## config.mk

```make
export PLATFORM = sky130hd
export DESIGN_NAME = freq_div_ctrl
export DESIGN_NICKNAME = d
export VERILOG_FILES = /design/src/rtl/freq_div_ctrl_pkg.sv /design/src/rtl/freq_div_core.sv /design/src/rtl/freq_div_ctrl.sv
export SDC_FILE = /design/constraint.sdc
export NUM_CORES = 1
export LEC_CHECK = 0
export BUFFER_PORTS_ARGS = -buffer_cell sky130_fd_sc_hd__buf_4
export CAP_MARGIN = 20
export CORE_ASPECT_RATIO = 0.9
export CORE_UTILIZATION = 30
export CTS_CLUSTER_SIZE = 14
export DETAILED_ROUTE_END_ITERATION = 10
export MAX_ROUTING_LAYER = met4
export PLACE_DENSITY = 0.57
export SYNTH_ARGS = -nofsm -noshare
export SYNTH_HDL_FRONTEND = slang
export SYNTH_SLANG_ARGS = --single-unit
```

## constraint.sdc

```tcl
create_clock -name clk_i -period 9.8 [get_ports clk_i]
set_input_delay 1.96 -clock clk_i [delete_from_list [all_inputs] [get_ports clk_i]]
set_output_delay 1.96 -clock clk_i [all_outputs]
set_load 0.02 [all_outputs]
```

## src/rtl/freq_div_ctrl_pkg.sv

```systemverilog
// Shared types and constants for the programmable clock divider controller.
package freq_div_ctrl_pkg;

  typedef enum logic [1:0] {
    IDLE,
    RUN,
    PEND,
    STOP
  } state_t;

  localparam int DIV_MIN = 2;

endpackage

```

## src/rtl/freq_div_core.sv

```systemverilog
// Period counter and divided-clock generator: clk_o/tick_o are registered and aligned with cnt.
// No backpressure; clr forces cnt to 0 with clk_o low, run lets the counter advance.
module freq_div_core #(
  parameter int N = 10
) (
  input  logic         clk_i,
  input  logic         rst_i,
  input  logic         clr,
  input  logic         run,
  input  logic [N-1:0] div,
  output logic         boundary,
  output logic         clk_o,
  output logic         tick_o
);

  logic [N-1:0] cnt;
  logic [N-1:0] cnt_nxt;
  logic [N-1:0] lo;

  assign lo       = div >> 1;
  assign boundary = run && !clr && (cnt == div - N'(1));

  always_comb begin
    cnt_nxt = cnt;
    if (clr) begin
      cnt_nxt = '0;
    end else if (run) begin
      cnt_nxt = boundary ? '0 : cnt + N'(1);
    end
  end

  // Outputs are computed from the next count so they line up with cnt in
  // the same cycle. A ratio only changes when cnt_nxt is 0, which is always
  // in the low phase, so using the current lo here is safe.
  always_ff @(posedge clk_i or negedge rst_i) begin
    if (!rst_i) begin
      cnt    <= '0;
      clk_o  <= 1'b0;
      tick_o <= 1'b0;
    end else begin
      cnt    <= cnt_nxt;
      clk_o  <= run && !clr && (cnt_nxt >= lo);
      tick_o <= run && !clr && (cnt_nxt == lo);
    end
  end

endmodule

```

## src/rtl/freq_div_ctrl.sv

```systemverilog
// Run-time divider controller: ratio updates are applied only at period boundaries.
// Start takes one cycle; a second ratio is stalled (cfg_ready_o low) until the first is applied.
module freq_div_ctrl
  import freq_div_ctrl_pkg::*;
#(
  parameter int N       = 10,
  parameter int DIV_RST = 10
) (
  input  logic         clk_i,
  input  logic         rst_i,
  input  logic         en_i,
  input  logic         cfg_valid_i,
  input  logic [N-1:0] cfg_div_i,
  output logic         cfg_ready_o,
  output logic         clk_o,
  output logic         tick_o,
  output logic         busy_o,
  output logic         err_o
);

  state_t       state;
  logic [N-1:0] div_act;
  logic [N-1:0] div_pend;
  logic         pend_vld;
  logic         xfer;
  logic         xfer_ok;
  logic         boundary;

  assign cfg_ready_o = !pend_vld;
  assign busy_o      = (state != IDLE);
  assign xfer        = cfg_valid_i && cfg_ready_o;
  assign xfer_ok     = xfer && (cfg_div_i >= N'(DIV_MIN));

  freq_div_core #(
    .N (N)
  ) u_core (
    .clk_i    (clk_i),
    .rst_i    (rst_i),
    .clr      (state == IDLE),
    .run      (busy_o),
    .div      (div_act),
    .boundary (boundary),
    .clk_o    (clk_o),
    .tick_o   (tick_o)
  );

  always_ff @(posedge clk_i or negedge rst_i) begin
    if (!rst_i) begin
      state    <= IDLE;
      div_act  <= N'(DIV_RST);
      div_pend <= '0;
      pend_vld <= 1'b0;
      err_o    <= 1'b0;
    end else begin
      err_o <= xfer && !xfer_ok;
      unique case (state)
        IDLE: begin
          // A ratio accepted on the final stop boundary is still pending here.
          if (pend_vld) begin
            div_act  <= div_pend;
            pend_vld <= 1'b0;
          end else if (xfer_ok) begin
            div_act <= cfg_div_i;
          end
          if (en_i) state <= RUN;
        end
        RUN: begin
          if (xfer_ok) begin
            div_pend <= cfg_div_i;
            pend_vld <= 1'b1;
          end
          if (!en_i)        state <= STOP;
          else if (xfer_ok) state <= PEND;
        end
        PEND: begin
          if (boundary) begin
            div_act  <= div_pend;
            pend_vld <= 1'b0;
            state    <= en_i ? RUN : STOP;
          end
        end
        STOP: begin
          if (boundary && pend_vld) begin
            div_act  <= div_pend;
            pend_vld <= 1'b0;
          end
          if (xfer_ok) begin
            div_pend <= cfg_div_i;
            pend_vld <= 1'b1;
          end
          if (en_i)          state <= (xfer_ok || (pend_vld && !boundary)) ? PEND : RUN;
          else if (boundary) state <= IDLE;
        end
        default: state <= IDLE;
      endcase
    end
  end

endmodule

```

==> results.py <==
metrics = {
    "floorplanning": {
        "rows": 29,
        "die_y_um": 83.86,
        "dieArea_um2": 7794,
        "io_pins": 19,
        "die_w_um": 92.95,
        "coreArea_um2": 7112,
        "start_util_pct": 31.40,
    },
    "critical_path": {
        "critPathKind": "flop to flop",
        "endpoint_kind": "flop",
        "critPathArrivalTime_ns": 4.25,
        "r2r_start": "div_act[0]$_DFFE_PN0P_",
        "required_ns": 9.96,
        "crit_start": "div_act[0]$_DFFE_PN0P_",
        "crit_path_start_kind": "flop",
        "cp_max_fo": 9,
    },
    "detailed_routing": {
        "wl_per_cell_um": 14.57,
        "drtIter0Drc": 95,
        "drt_first_pass_iters": 4,
        "viasPerCell": 4.942,
        "drtAntennaViolNets": 0,
        "drc_errors": 0,
        "num_vias": 1631,
        "wirelength_um": 4807,
    },
    "global_routing": {
        "grt_usage_pct": 14.03,
        "grt_pass1_vias": 1685,
        "grt-ovfl-total": 0,
        "grt_max_degree": 37,
        "antenna_found_initial": 0,
        "grt_pass1_wl_um": 8362,
    },
    "timing": {
        "hold_violations": 0,
        "fin_ws_ns": 5.712,
        "drv_slew": 0,
        "fin_skew_ns": 0.001861,
        "fin_crit_sh_pct": 41.72,
        "fmax_ghz": 0.2446,
        "setup_viol": 0,
        "finalSetupTns_ns": 0,
        "max_slew_margin_pct": 52.41,
        "rsz0062_at_grt": "no",
        "timing.final.crit_period_ns": 4.088,
        "tightest_slew_ns": 0.7138,
    },
    "clocking": {
        "clkLatencyLatePin_ns": 0.28,
        "post-cts-setup-buffers": 0,
        "ctsResizeCount": 0,
        "clock_sinks": 36,
        "ctsHoldBuffers": 0,
        "clock_path_buffers": 2,
        "cts_tree": "yes",
        "root_buffer": "clkbuf_8",
        "cts_made_buffers": 5,
        "htree_levels": 2,
        "cts.clk_slew.worst_paths_ns": 0.07,
    },
    "synthesis": {
        "syn_inst": 216,
        "yosys.area.top_type_share_pct": 38.10,
        "yosys_warnings": 0,
        "syn_area_per_cell_um2": 10.34,
        "seq_area_frac_synth_pct": 40.45,
        "synthTopCellsByArea": "dfrtp_1, mux2i_1, ha_1",
        "synthArstFlopShare_pct": 100.0,
        "yosys.area.top_type": "dfrtp_1",
        "synthMostInstantiatedCell": "dfrtp_1",
        "synth.top_cells.by_count": "dfrtp_1, mux2i_1, nor2_1",
        "synthFlopType": "dfrtp_1",
        "yosys.cell_types.count": 48,
        "synth_seq_cells": 36,
        "synthesis.area_um2": 2233,
        "synthesis.nets": 241,
        "synth-edff-count": 0,
    },
    "status": {
        "status": "complete, no violations",
    },
    "power": {
        "leakage_nw": 1.224,
        "switching_share_pct": 20.83,
        "power_frac_comb_pct": 3.4,
        "p_seq_share_pct": 56.1,
        "power_density_nw_per_um2": 103.9,
        "p_sw_w": 0.00005519,
        "internal_power_w": 0.0002098,
        "peakVddDrop_v": 0.00006862,
        "clkPwrFrac_pct": 40.5,
    },
    "placement": {
        "globalplace.congestion": 0.8858,
        "placed_cell_area_um2": 2454,
        "dp_slack_ns": 5.719,
        "dp_hpwl_um": 3648,
        "port_buffers": 18,
    },
    "finish": {
        "antennaDiodeCount": 0,
        "syn2layout_area_growth_pct": 14.23,
        "final_cell_area_um2": 2551,
        "nNetsFinal": 261,
        "multi_input_area_um2": 1239,
        "fillers": 753,
        "fin_util_pct": 35.87,
        "drive_gt1_share_pct": 18.99,
        "final-seq-area_um2": 903.4,
    },
    "hold_path": {
        "min_path_type": "flop to flop",
        "min_from": "div_pend[9]$_DFFE_PN0P_",
    },
    "flow_run": {
        "maxCapViolCount": 0,
    },
}
[sequential cells by signal, indices dropped and copies added, names as in the netlist]
register       flops
u_core.tick_o      1
u_core.clk_o       1
div_pend          10
state              2
u_core.cnt        10
pend_vld           1
err_o              1
div_act           10
[final cells by class]
type | count | area share (%)
Multi-Input combinational cell | 158 | 48.55
Sequential cell | 36 | 35.41
Timing Repair Buffer | 19 | 5.591
Tap cell | 93 | 4.561
Clock buffer | 8 | 3.531
Inverter | 16 | 2.354
[critical path: stages (launching register included)]
cell	delay [ns]
dfrtp_1	0.42
inv_1	0.09
ha_1	0.25
or4b_2	0.60
nor4_1	0.18
a31oi_1	0.06
a32o_1	0.25
nor4_4	0.46
or2_1	0.37
nor2_1	0.10
ha_1	0.30
nor2b_1	0.14
o21a_1	0.16
o21ai_0	0.17
nand2b_1	0.07
a21oi_1	0.15
o211a_1	0.14
a21oi_1	0.06
[routing by layer]
layer  up-vias  global-route usage [%]  share of wire, %
li1        816                       -                 -
met1       784                   18.91                48
met2        26                   21.93                48
met3         5                   2.186               2.6
met4         0                   3.776              0.98
met5         -                       -                 0
[final timing paths]
path / to / slack (ns) / cells past startpoint
setup / recovery: u_core.clk_o$_DFF_PN0_ / 5.71 / 17
hold reg to reg: div_pend[9]$_DFFE_PN0P_ / 0.51 / 1
hold / removal: div_pend[9]$_DFFE_PN0P_ / 0.51 / 1
max in group asynchronous: div_act[1]$_DFFE_PN1P_ / 7.83 / 1
setup reg to reg: u_core.clk_o$_DFF_PN0_ / 5.71 / 17
min in group asynchronous: u_core.tick_o$_DFF_PN0_ / 1.62 / 1
[cell usage in the layout (no fill, tap or decap), types with 2 or more instances in the layout]
cell | Yosys | final
dfrtp_1 | 34 | 34
mux2i_1 | 21 | 21
nor2_1 | 19 | 19
buf_4 | 0 | 19
inv_1 | 16 | 16
xnor2_1 | 13 | 13
ha_1 | 11 | 11
nand3_1 | 10 | 10
mux2_2 | 10 | 10
a21oi_1 | 7 | 7
xor2_1 | 6 | 6
clkbuf_8 | 0 | 6
o21ai_0 | 5 | 5
nor2b_1 | 4 | 4
and3_1 | 4 | 4
o211ai_1 | 4 | 4
nand2_1 | 4 | 4
nor3_1 | 3 | 3
nand2b_1 | 3 | 3
o211a_1 | 2 | 2
nand3b_1 | 2 | 2
a31oi_1 | 2 | 2
a211o_1 | 2 | 2
nor4_1 | 2 | 2
nand4_1 | 2 | 2
o21a_1 | 2 | 2
clkbuf_1 | 4 | 2
dfstp_2 | 2 | 2
[logic make-up after synthesis]
family / count (synthesis) / share of synthesized area (%)
compound gates: 34 / 11.20
xor+xnor: 19 / 7.451
fa+ha+maj: 11 / 6.162
buf+inv: 22 / 4.089
flops: 36 / 40.45
mux: 31 / 14.45
simple gates: 63 / 16.19
[power by group through the flow]
stage | Clock [W] | Sequential [W] | Combinational (W)
floorplan | 0 | 0.000151 | 0.000000808
global placement | 0 | 0.000151 | 0.00000932
detailed placement | 0 | 0.000151 | 0.00000932
CTS | 0.000111 | 0.000149 | 0.00000931
global route | 0.000116 | 0.000148 | 0.0000103
finish | 0.000107 | 0.000149 | 0.00000897
[through the flow]
| step | power (W) | instances | hold slack [ns] |
|---|---|---|---|
| 4_1_cts | 0.0002687 | 329 | 0.5101 |
| 3_5_place_dp | 0.0001607 | 321 | 0.4943 |
| 6_report | 0.0002650 | 330 | 0.5053 |
| 2_1_floorplan | 0.0001522 | 216 | 0.4799 |
| 3_3_place_gp | 0.0001607 | 321 | 0.4880 |
| 5_1_grt | 0.0002743 | 330 | 0.5173 |
No activity file was read; power rests on OpenSTA's default activity.
